## src/rtl/key_lock_pkg.sv

```systemverilog
// rtl/key_lock_pkg.sv - shared types and constants for the key lock client and arbiter
package key_lock_pkg;

    localparam int KL_KEY_WIDTH = 32;
    localparam logic [KL_KEY_WIDTH-1:0] KL_IDLE_KEY = 32'hFFFF_FFFF;

    typedef enum logic [1:0] {
        IDLE    = 2'd0,
        TRY     = 2'd1,
        BACKOFF = 2'd2,
        HOLD    = 2'd3
    } lock_state_t;

endpackage

```

## src/rtl/key_lock_client.sv

```systemverilog
// rtl/key_lock_client.sv - requester-side key lock: acquire, hold and release through the mutex arbiter
module key_lock_client
    import key_lock_pkg::*;
#(
    parameter int KEY_WIDTH = KL_KEY_WIDTH,
    parameter logic [KEY_WIDTH-1:0] IDLE_KEY = KEY_WIDTH'(KL_IDLE_KEY),
    parameter int BACKOFF_CYCLES = 4,
    parameter int CNT_WIDTH = 16
) (
    input  logic                 clk,
    input  logic                 reset,
    input  logic                 acq_req,
    input  logic [KEY_WIDTH-1:0] acq_key,
    output logic                 acq_ack,
    output logic                 acq_err,
    input  logic                 release_lock,
    output logic                 busy,
    input  logic                 grant,
    input  logic                 other_locked,
    output logic [KEY_WIDTH-1:0] plan_key,
    output logic [KEY_WIDTH-1:0] locked_key,
    output logic [CNT_WIDTH-1:0] contention_count
);

    lock_state_t          state, state_next;
    logic [7:0]           backoff_cnt, backoff_next;
    logic [KEY_WIDTH-1:0] plan_next, locked_next;
    logic [CNT_WIDTH-1:0] count_next;
    logic                 ack_next, err_next;

    // Every output is a register; grant/other_locked only reach outputs through here.
    always_ff @(posedge clk) begin
        if (reset) begin
            state            <= IDLE;
            backoff_cnt      <= 8'd0;
            plan_key         <= IDLE_KEY;
            locked_key       <= IDLE_KEY;
            contention_count <= '0;
            acq_ack          <= 1'b0;
            acq_err          <= 1'b0;
            busy             <= 1'b0;
        end else begin
            state            <= state_next;
            backoff_cnt      <= backoff_next;
            plan_key         <= plan_next;
            locked_key       <= locked_next;
            contention_count <= count_next;
            acq_ack          <= ack_next;
            acq_err          <= err_next;
            busy             <= (state_next != IDLE);
        end
    end

    always_comb begin
        state_next   = state;
        backoff_next = backoff_cnt;
        plan_next    = plan_key;
        locked_next  = locked_key;
        count_next   = contention_count;
        case (state)
            IDLE: begin
                if (acq_req && (acq_key != IDLE_KEY)) begin
                    plan_next  = acq_key;
                    state_next = TRY;
                end
            end
            TRY: begin
                if (grant) begin
                    if (!other_locked) begin
                        locked_next = plan_key;
                        state_next  = HOLD;
                    end else begin
                        if (contention_count != '1) begin
                            count_next = contention_count + 1'b1;
                        end
                        backoff_next = 8'(BACKOFF_CYCLES);
                        state_next   = BACKOFF;
                    end
                end
            end
            BACKOFF: begin
                if (backoff_cnt <= 8'd1) begin
                    backoff_next = 8'd0;
                    state_next   = TRY;
                end else begin
                    backoff_next = backoff_cnt - 8'd1;
                end
            end
            HOLD: begin
                if (release_lock) begin
                    locked_next = IDLE_KEY;
                    plan_next   = IDLE_KEY;
                    state_next  = IDLE;
                end
            end
            default: state_next = IDLE;
        endcase
    end

    always_comb begin
        ack_next = (state == TRY) && grant && !other_locked;
        err_next = (state == IDLE) && acq_req && (acq_key == IDLE_KEY);
    end

endmodule

```

## config.mk

```make
export PLATFORM = sky130hd
export DESIGN_NAME = key_lock_client
export DESIGN_NICKNAME = d
export VERILOG_FILES = /design/src/rtl/key_lock_pkg.sv /design/src/rtl/key_lock_client.sv
export SDC_FILE = /design/constraint.sdc
export NUM_CORES = 1
export LEC_CHECK = 0
export CAP_MARGIN = 20
export CORE_MARGIN = 2
export CORE_UTILIZATION = 40
export DETAILED_ROUTE_END_ITERATION = 6
export PLACE_DENSITY = 0.74
export SLEW_MARGIN = 20
export SYNTH_ARGS = -nofsm -noshare
export SYNTH_HDL_FRONTEND = slang
export SYNTH_SLANG_ARGS = --single-unit
```

## constraint.sdc

```tcl
create_clock -name clk -period 1.7 [get_ports clk]
set_input_delay 0.34 -clock clk [delete_from_list [all_inputs] [get_ports clk]]
set_output_delay 0.34 -clock clk [all_outputs]
set_load 0.01 [all_outputs]
```

## Word-level counts from Yosys, hierarchy flattened

Cells that the tools add are included.
W data, S select, Z words.

| cells by class | value |
|---|---|
| magnitude comparators | 1 |
| add/sub/neg operators | 2 |
| reduce and logical (&&, ||, !) cells | 15 |
| mux-type cells | 16 |
| equal/unequal tests | 11 |

Operators by type and width:

| cell | count |
|---|---|
| $mux W32 | 4 |
| $pmux W32 S2 | 2 |
| $eq A32 B32 Y1 const B | 1 |
| $ne A32 B32 Y1 const B | 1 |
| $mux W8 | 3 |
| $add A16 B1 Y16 const B | 1 |
| $ne A16 B16 Y1 const B | 1 |
| $pmux W8 S2 | 1 |
| $ne A2 B2 Y1 const B | 5 |
| $le A8 B1 Y1 const B | 1 |
| $mux W2 | 4 |
| $pmux W2 S4 | 1 |
| $reduce_and A4 Y1 | 2 |
| $reduce_bool A2 Y1 | 4 |
| $sub A8 B1 Y8 const B | 1 |
| $reduce_and A3 Y1 | 2 |
| $logic_and A1 B1 Y1 | 5 |
| $eq A2 B2 Y1 const B | 2 |
| $eq A2 B1 Y1 const B | 1 |
| $logic_not A2 Y1 | 1 |
| $logic_not A1 Y1 | 1 |
| $mux W1 | 1 |

| storage, ports and cells | value |
|---|---|
| input bits | 38 |
| flip-flop bits (word level) | 93 |

## Logic depth before layout (Yosys ltp)

Gate-level depths: netlist (run 1).

| logic depth | value |
|---|---|
| depth in word-level cells | 5 |
| depth in mapped cells | 7 |
| gate-level depth less buffers | 6 |

## Worst setup path before layout (run 1)

OpenSTA, ideal clock, no wires.

| timing path | value |
|---|---|
| path type | register -> register |
| from | reg backoff_cnt[0] |
| to | reg backoff_cnt[7] |
| arrival | 1.706 ns |
| clock period less this slack | 1.797 ns |
| path slack | -0.097 ns |
| cell stages (with the launch flop) | 7 |
| library setup time | 0.091 ns |
| path through | dfxtp_1 -> inv_1 -> ha_1 -> or2_2 -> a31oi_2 -> a31oi_1 -> a311oi_1 |

| on the way | value |
|---|---|
| longest elaborated chain between the ends | 3 |
| elaborated cells between the ends (all ways) | 4 |
| those cells by class | 1 x add/sub; 1 x order compare; 2 x mux |

RTL lines:

| item | line | text |
|---|---|---|
| from (decl) | key_lock_client.sv:26 | `logic [7:0] backoff_cnt, backoff_next;` |
| from (signal assigned) | key_lock_client.sv:44 | `backoff_cnt <= backoff_next;` |
| $sub A8 B1 Y8 or $le A8 B1 Y1 (tied branches) | key_lock_client.sv:86, key_lock_client.sv:82 |  |
| $mux W8 * | key_lock_client.sv:82 | `if (backoff_cnt <= 8'd1) begin` |
| $pmux W8 S2 * | key_lock_client.sv:60 | `case (state)` |

Every way passes the cells marked *; elsewhere a longest branch is shown, timed or not.
A chain may end at the register's enable or synchronous reset.

## Worst setup path in the final report (run 1)

| timing path | value |
|---|---|
| from | reg contention_count[2] |
| to | out contention_count[2] |

RTL lines:

| item | line | text |
|---|---|---|
| from (decl) | key_lock_client.sv:22 | `output logic [CNT_WIDTH-1:0] contention_count` |
| from (signal assigned) | key_lock_client.sv:47 | `contention_count <= count_next;` |

No word-level cell between the ends.

==> results.md, run 1 <==
Global routing:
- In the global route stage, overall resource usage came out at 0.2202.
- The first global-routing pass estimated 20.06 mm of wire.
- The largest net degree at the start of global routing is 35.
- The remaining global-route overflow is 0.
- The via count of the first global-routing pass is 4102.
- The number of antenna violations at the first check in global routing is 0.

Power:
- In this run the power density over the cells is 708.2 nW/µm².
- Summing internal, switching and leakage power gives 4.644 mW.
- The total leakage power is 2.837 nW.
- Across the VDD grid, the largest voltage drop is 0.3955 mV.

Floorplanning:
- 121 I/O pins were placed.
- The die area is 11530 µm².
- The floorplan row count is 37.
- The starting utilization of the core area is 0.4123.
- The die is 107.4 µm wide.
- The height of the die is 107.4 µm.
- The placeable core region is 10370 µm².

Yosys:
- The cell count after synthesis came out at 476.
- The mean post-synth cell area is 8.982 µm².
- Synthesis inferred 93 register bits.
- The number of warnings issued by yosys is 0.
- The cell area that synthesis handed to floorplanning was 4275 µm².
- The count of cell types in the netlist is 50.
- The async set-reset flop share out of synthesis is 0.
- The most used flip-flop cell after synthesis is dfxtp_1.
- Of the synthesized area, sequential elements account for 0.4355.
- The post-synthesis net count is 517.
- The number of synthesized flops with an enable pin is 0.

Placed design:
- Detailed placement ended at an HPWL of 8.883 mm.
- The final RePlAce weighted congestion is 0.8657.
- Timing analysis after detailed placement gives a worst setup slack of -0.5229 ns.
- The number of buffers inserted by port buffering is 120.

Routing:
- Routed signal wires occupy layers up through met4.
- After detailed routing, the number of remaining DRC violations is 0.
- The detailed route wirelength on metal3 is 814 µm.
- Detailed routing placed a total of 6.516 mm of wire on met2.
- Using the TritonRoute via totals, the vias-per-cell ratio works out to 5.327.
- The routed layout has 4208 vias.
- The remaining number of nets flagged by the antenna check after routing is 0.
- The pre-antenna-repair detailed-routing pass consisted of 4 iterations.
- The wire length after detailed routing is 13.06 mm.
- After detailed routing, the average wire length per cell comes to 16.53 µm.
- For this block, the initial DRC count from the detailed router was 205.
- The length of routed wiring on met1 is 5.490 mm.

Worst setup path:
- The signal on the critical path passes through clkdlybuf4s50_1.
- In this run the worst path has a maximum fanout of 7.
- The startpoint-to-endpoint class of the critical path is flop to output pin.
- The library cell contributing the largest single delay on the critical path is clkdlybuf4s50_1.
- Grouping stages by cell kind, the critical path spends the most delay in buffers and inverters.
- Together, buffers and inverters on the worst path number 1.
- STA classifies the critical path endpoint as an output pin.
- The signal arrival time at the worst endpoint is 1.33 ns.
- The kind of start point of the critical path is a flop.
- The stage delay of the slowest cell on the critical path is 0.56 ns.
- The required time reported for the critical path endpoint is 1.36 ns.

CTS:
- The number of buffers added by the clock tree synthesis step is 9.
- The H-tree was split into 3 levels.
- The clock network latency to the later pin of the worst-skew pair is 0.37 ns.
- Buffers inserted to repair hold after CTS numbered 0.
- The maximum clock insertion buffer count is 2.
- The clock tree from TritonCTS is done.
- The number of clock sinks is 93.
- CTS placed an instance of clkbuf_8 at the clock tree root.
- After clock tree synthesis, the clock-pin slew on the worst setup and hold paths is 0.10 ns.

Timing:
- The minimum period implied by the final worst setup slack is 1.673 ns.
- For this run, the top clock speed supported by timing is 597.6 MHz.
- The clock skew after layout is 0.01195 ns.
- The max-slew violation total from the final report is 0.
- The actual slew at the worst max-slew pin is 0.4713 ns.
- Dividing the final minimum period by the clock period gives 0.9844.
- The worst slew margin relative to its limit is 0.6834.
- The final count of negative-setup-slack endpoints is 0.
- The worst hold slack after final layout is 0.2785 ns.
- Setup slack on the critical path of the routed design comes to 0.02655 ns.
- The count of endpoints failing hold in the final timing report came to 0.

Final layout:
- The antenna diode count is 0.
- The growth of design area from synthesis to finish is 53.38%.
- In the final design database the tool counted 690 nets.
- The share of post-route cells with drive strength above 1 is 0.1972.

Job:
- Max-cap violations in this run came to 0.

Outcome:
- The run finished with clean final reports.

Min path:
- The path category of the worst min-delay check is input pin to flop.
## final timing paths
kind	startpoint	to	slack [ns]	cells after the start
hold reg to reg	contention_count[14]$_SDFFE_PP0P_	contention_count[14]$_SDFFE_PP0P_	0.47	1
setup / recovery	contention_count[2]$_SDFFE_PP0P_	contention_count[2]	0.03	1
hold / removal	acq_key[12]	plan_key[12]$_SDFFE_PP1P_	0.28	3
setup reg to reg	contention_count[6]$_SDFFE_PP0P_	contention_count[11]$_SDFFE_PP0P_	0.07	4
## stage by stage
stage	utilization	instances	setup TNS [ns]	instance area (µm²)
finish	0.6324	790	0	6558
global route	0.6324	790	-0.02585	6558
CTS	0.6120	785	-0.01045	6346
detailed placement	0.5802	764	-35.51	6017
global placement	0.5802	764	-33.35	6017
floorplan	-	476	-0.003337	4289
## worst register-to-register path: cells and delay by family, from the launching register on
kind             cells  cell delay (ns)
AND/OR/NAND/NOR      3             1.00
flip-flops           1             0.40
AO/OA/AOI/OAI        1             0.16
## area by class of cell
cell class,count,area (µm²)
flip-flops and latches,93,1886
clock inverters,7,57.56
clock buffers,9,123.9
well taps,136,170.2
repair buffers,188,1924
fillers,869,3812
multi-input cells,349,2366
inverters,8,30.03
## layout by cell type, fill, tap and decap left out, types with 13 or more instances in the layout
cell             Yosys  routed
dlymetal6s2s_1       0      28
nand2_1             51      51
clkdlybuf4s50_1      0      79
nand2b_1            34      34
buf_4                5      54
nor2_1              83      82
a21oi_1             13      13
dfxtp_2              0      16
mux2i_1             66      65
dfxtp_1             93      76
## synth_stat cells (2+ instances only)
| library cell | n | area, µm² |
|---|---|---|
| clkbuf_1 | 14 | 52.55 |
| nand4b_1 | 2 | 17.52 |
| nor3_1 | 6 | 30.03 |
| nand2_1 | 51 | 191.4 |
| ha_1 | 3 | 37.54 |
| nor4_2 | 2 | 25.02 |
| or2_2 | 2 | 12.51 |
| and3_1 | 4 | 25.02 |
| a21o_1 | 2 | 15.01 |
| nand4_1 | 11 | 68.82 |
| o41ai_1 | 2 | 17.52 |
| mux2i_1 | 66 | 660.6 |
| or4_1 | 2 | 15.01 |
| buf_4 | 5 | 37.54 |
| buf_2 | 5 | 25.02 |
| a31oi_1 | 6 | 37.54 |
| nor2b_1 | 5 | 31.28 |
| o311ai_0 | 3 | 26.28 |
| o31a_1 | 2 | 17.52 |
| inv_1 | 8 | 30.03 |
| nor2_1 | 83 | 311.6 |
| nor4_1 | 7 | 43.79 |
| nand2b_1 | 34 | 212.7 |
| a211oi_1 | 3 | 22.52 |
| nand3_1 | 7 | 35.03 |
| mux2_2 | 3 | 33.78 |
| a311oi_1 | 4 | 35.03 |
| dfxtp_1 | 93 | 1862 |
| o31ai_1 | 2 | 15.01 |
| o21ai_0 | 5 | 25.02 |
| buf_6 | 3 | 33.78 |
| a21oi_1 | 13 | 65.06 |
## power breakdown
part / internal [mW] / total [mW] / switching, mW
registers: 2.26 / 2.33 / 0.0693
logic: 0.497 / 0.903 / 0.406
clock network: 0.552 / 1.41 / 0.855
total: 3.31 / 4.64 / 1.33
## kinds of logic (layout without fill, tap and decap cells)
kind of cell             after synthesis  after routing  share of synthesized area
AND/OR/NAND/NOR                      226            226                     0.2678
adder cells (fa/ha/maj)                3              3                   0.008781
buffers and inverters                 35            212                    0.04185
multiplexers                          70             70                     0.1651
AO/OA/AOI/OAI                         49             50                    0.08106
flip-flops                            93             93                     0.4355
## state kept, by name (all words and copies together), names as in the netlist
signal / count
locked_key: 32
acq_ack: 1
acq_err: 1
busy: 1
contention_count: 16
state: 2
plan_key: 32
backoff_cnt: 8
## what timing repair did
item	in CTS	in global routing
gates resized for setup	35	45
setup buffers	2	2
setup endpoints to repair	87	54
cloned	3	3
pin swaps	2	14
## layer usage
layer | vias up | global-route usage
li1 | 2013 | -
met1 | 2004 | 0.2665
met2 | 162 | 0.3910
met3 | 29 | 0.03450
met4 | 0 | 0.08516
met5 | - | 0
(Power assumes the default switching activity.)
==> run 2: changes to the inputs <==
--- a/constraint.sdc
+++ b/constraint.sdc
@@ -3,2 +3,2 @@
 set_output_delay 0.34 -clock clk [all_outputs]
-set_load 0.01 [all_outputs]
+set_load 0.1 [all_outputs]
==> run 2 against run 1 <==
Wire length grew 0.12%. Sequential cell count stayed put. Register-to-register slack worse by 0.02 ns. Global-route usage up 1.6 points. Critical path type is now flop to flop. Largest power group unchanged.
==> results.md, run 2 (synthesis results as in run 1) <==
Power:
- The total power after layout came to 5.419 mW (+17%).
- The power share of the sequential group is 0.434 (-0.069).
- The clock group share of total power is 0.274 (-0.029).
- The switching power of the nets is 1.828 mW (+37%).
- The cell internal power dissipation is 3.590 mW (+8.3%).
- The total leakage power is 3.106 nW (+9.5%).
- The maximum VDD drop is 0.5135 mV (+30%).
- The power density of the placed cells is 744.8 nW/µm² (+5.2%).
- The share of total power in combinational logic was 0.292 (+0.098).
- The net switching share of the total power came to 0.3374 (+0.05097).

Min path:
- The worst hold path begins at reset.
- The tightest min-delay check is of the input pin to flop type.
- The destination of the worst hold path is contention_count[7]$_SDFFE_PP0P_.
- The number of stages on the worst hold path was 2 (-1).

Timing:
- The share of the cycle needed by the critical path after routing is 0.9733 (-0.01104).
- The peak clock frequency supported by timing is 604.3 MHz (+1.1%).
- The worst slew margin relative to its limit is 0.6968 (+0.01332).
- The final count of negative-setup-slack endpoints came to 0 (unchanged).
- The max-slew violation total from the final report is 0 (unchanged).
- The clock skew after layout was 0.006361 ns (-0.005590 ns).
- The minimum period implied by the final worst setup slack is 1.655 ns (-0.01877 ns).
- Setup repair after global routing could not meet its margin everywhere.
- The count of endpoints failing hold in the final timing report is 0 (unchanged).
- The post-route worst setup slack was 0.04532 ns (+0.01877 ns).
- The actual slew at the worst max-slew pin is 0.4539 ns (-0.01738 ns).

Worst setup path:
- The signal arrival time at the worst endpoint was 1.90 ns (+0.57 ns).
- STA classifies the critical path startpoint as a flop.
- Walking the worst path, the cells encountered are ha_4, nand3_4, or2_4, a311oi_2, mux2_2.
- The worst setup path is captured at a flop.
- In this run the worst setup path begins at contention_count[0]$_SDFFE_PP0P_.
- The critical-path maximum fanout was 5 (-2).
- The reg2reg setup slack is 0.05 ns (-0.02 ns).
- The stage delay of the slowest cell on the critical path was 0.38 ns (-0.18 ns).
- The length in cells of the worst reg-to-reg path came to 5 (+1).
- The startpoint-to-endpoint class of the critical path is flop to flop.
- The slowest stage of the critical path belongs to the cell dfxtp_4.
- The worst reg2reg path startpoint is contention_count[0]$_SDFFE_PP0P_.
- The required time reported for the critical path endpoint is 1.95 ns (+0.59 ns).
- The terminus of the critical flop-to-flop path is contention_count[6]$_SDFFE_PP0P_.

CTS:
- The root buffer selected by CTS is clkbuf_8.
- The maximum clock insertion buffer count was 2 (unchanged).
- The clock network latency to the later pin of the worst-skew pair is 0.36 ns (about the same).
- The number of buffers added by the clock tree synthesis step is 9 (unchanged).
- TritonCTS built the clock tree.
- The number of buffers added to fix hold violations after cts came to 0 (unchanged).
- The clock-pin slew on the worst setup and hold paths was 0.09 ns (about the same).
- The number of H-tree levels is 3 (unchanged).
- The number of clock sinks is 93 (unchanged).

Floorplanning:
- The height of the die was 107.4 µm (unchanged).
- The width of the die is 107.4 µm (unchanged).
- The I/O pin total is 121 (unchanged).
- The die area is 11530 µm² (unchanged).
- The starting utilization of the core area is 0.4123 (unchanged).
- The placeable core region is 10370 µm² (unchanged).
- The floorplan row count was 37 (unchanged).

Final layout:
- The area growth from synthesis to layout is 70.18%.
- The largest registers in the layout are locked_key (32), plan_key (32), contention_count (16).
- The total number of nets in the final design is 684 (-0.87%).
- The share of post-route cells with drive strength above 1 is 0.3164 (+0.1191).
- The antenna diode count is 0 (unchanged).
- The library cell used most frequently in the layout, excluding fill and tap cells, is buf_12.
- In the layout the commonest cells are 88 x buf_12, 83 x nor2_1, 74 x dfxtp_1, 66 x mux2i_1, 52 x buf_4.
- The total non-filler cell area in the finished layout is 7276 µm² (+11%).

Routing:
- The wire length after detailed routing was 13.07 mm (+0.12%).
- The routed length per placed instance was 16.68 µm (+0.89%).
- The number of DRC markers after the initial detailed-route iteration was 164 (-20%).
- The number of search-and-repair iterations in the first detailed-routing pass was 4 (unchanged).
- The post-detailed-route via-to-cell ratio is 5.264 (-1.2%).
- The total DRC errors in the routed layout is 0 (unchanged).
- The remaining number of nets flagged by the antenna check after routing was 0 (unchanged).
- The vias after detailed routing is 4127 (-1.9%).

Global routing:
- The number of antenna violations at the first check in global routing came to 0 (unchanged).
- The global-route wire length before repair came to 21.64 mm (+7.9%).
- The remaining global-route overflow is 0 (unchanged).
- The via count of the first global-routing pass came to 4404 (+7.4%).
- The largest net degree at the start of global routing is 31 (-11%).
- The overall fraction of global-route tracks in use is 0.2361 (+0.01586).

Placed design:
- The number of buffers inserted by port buffering is 120 (unchanged).
- The pre-CTS setup slack came to -0.4999 ns (+0.02304 ns).
- The post-DP HPWL is 9.498 mm (+6.9%).
- The final RePlAce weighted congestion was 0.8563 (-1.1%).
- The placement-stage cell area is 6877 µm² (+14%).

Outcome:
- The flow ran to the end, and the final reports show no timing, DRC or antenna violations.

Job:
- The max capacitance violation total was 0 (unchanged).
run 2: cell types whose count changed in the layout (fill, tap and decap cells not counted), moves of 12 or more:
cell,before,now
buf_12,6,88
clkdlybuf4s50_1,79,6
dlymetal6s2s_1,28,6
dfxtp_4,1,16
dfxtp_2,16,3
dlygate4sd2_1,12,24
run 2: power groups by stage:
stage                     Sequential [mW]  Clock (mW)  Combinational [mW]
final                                2.35        1.48                1.58
after global routing                 2.36        1.60                1.65
after CTS                            2.35        1.51                1.58
after detailed placement             2.40           0                1.53
after global placement               2.40           0                1.51
after floorplan                      2.91           0               0.379
run 2: worst max path at each step:
stage | depth (start not counted) | endpoint
final | 5 | contention_count[6]$_SDFFE_PP0P_
after floorplan | 5 | contention_count[6]$_SDFFE_PP0P_
after global placement | 7 | plan_key[5]$_SDFFE_PP1P_
after CTS | 7 | plan_key[12]$_SDFFE_PP1P_
after global routing | 4 | contention_count[11]$_SDFFE_PP0P_
after detailed placement | 6 | plan_key[5]$_SDFFE_PP1P_
run 2: what timing repair did:
action | 4_1_cts | 5_1_grt
cloned | 2 | 1
setup buffers | 4 | 2
resized for setup | 36 | 13
endpoints found under the setup margin | 68 | 27
pin swaps | 9 | 7
run 2: metrics by stage:
step	setup TNS [ns]	util	hold WS, ns	std cells
after floorplan	-0.2142	-	0.4175	476
after global placement	-31.99	0.6631	0.4650	759
after detailed placement	-33.11	0.6631	0.4719	759
after CTS	0	0.6947	0.2545	781
after global routing	-0.006155	0.7016	0.2761	784
final	0	0.7016	0.2790	784
run 2: cell type report:
class	instances	area, µm²
fillers	776	3094
repair buffers	182	2591
multi-input cells	349	2361
flip-flops and latches	93	1926
clock buffers	14	183.9
well taps	136	170.2
inverters	8	30.03
clock inverters	2	13.76
run 2: critical path: cells and delay by family, from the launching register on:
family | cells | cell delay [ns]
compound gates | 1 | 0.27
flops | 1 | 0.38
fa+ha+maj | 1 | 0.16
mux | 1 | 0.37
simple gates | 2 | 0.36
run 2: per-layer routing:
metal  wire length [µm]  vias to the layer above  GRT usage
met4                408                        0     0.1117
met3                777                       27    0.04903
li1                   -                     1993          -
met1               5423                     1976     0.2880
met5                  0                        -          0
met2               6464                      131     0.3974
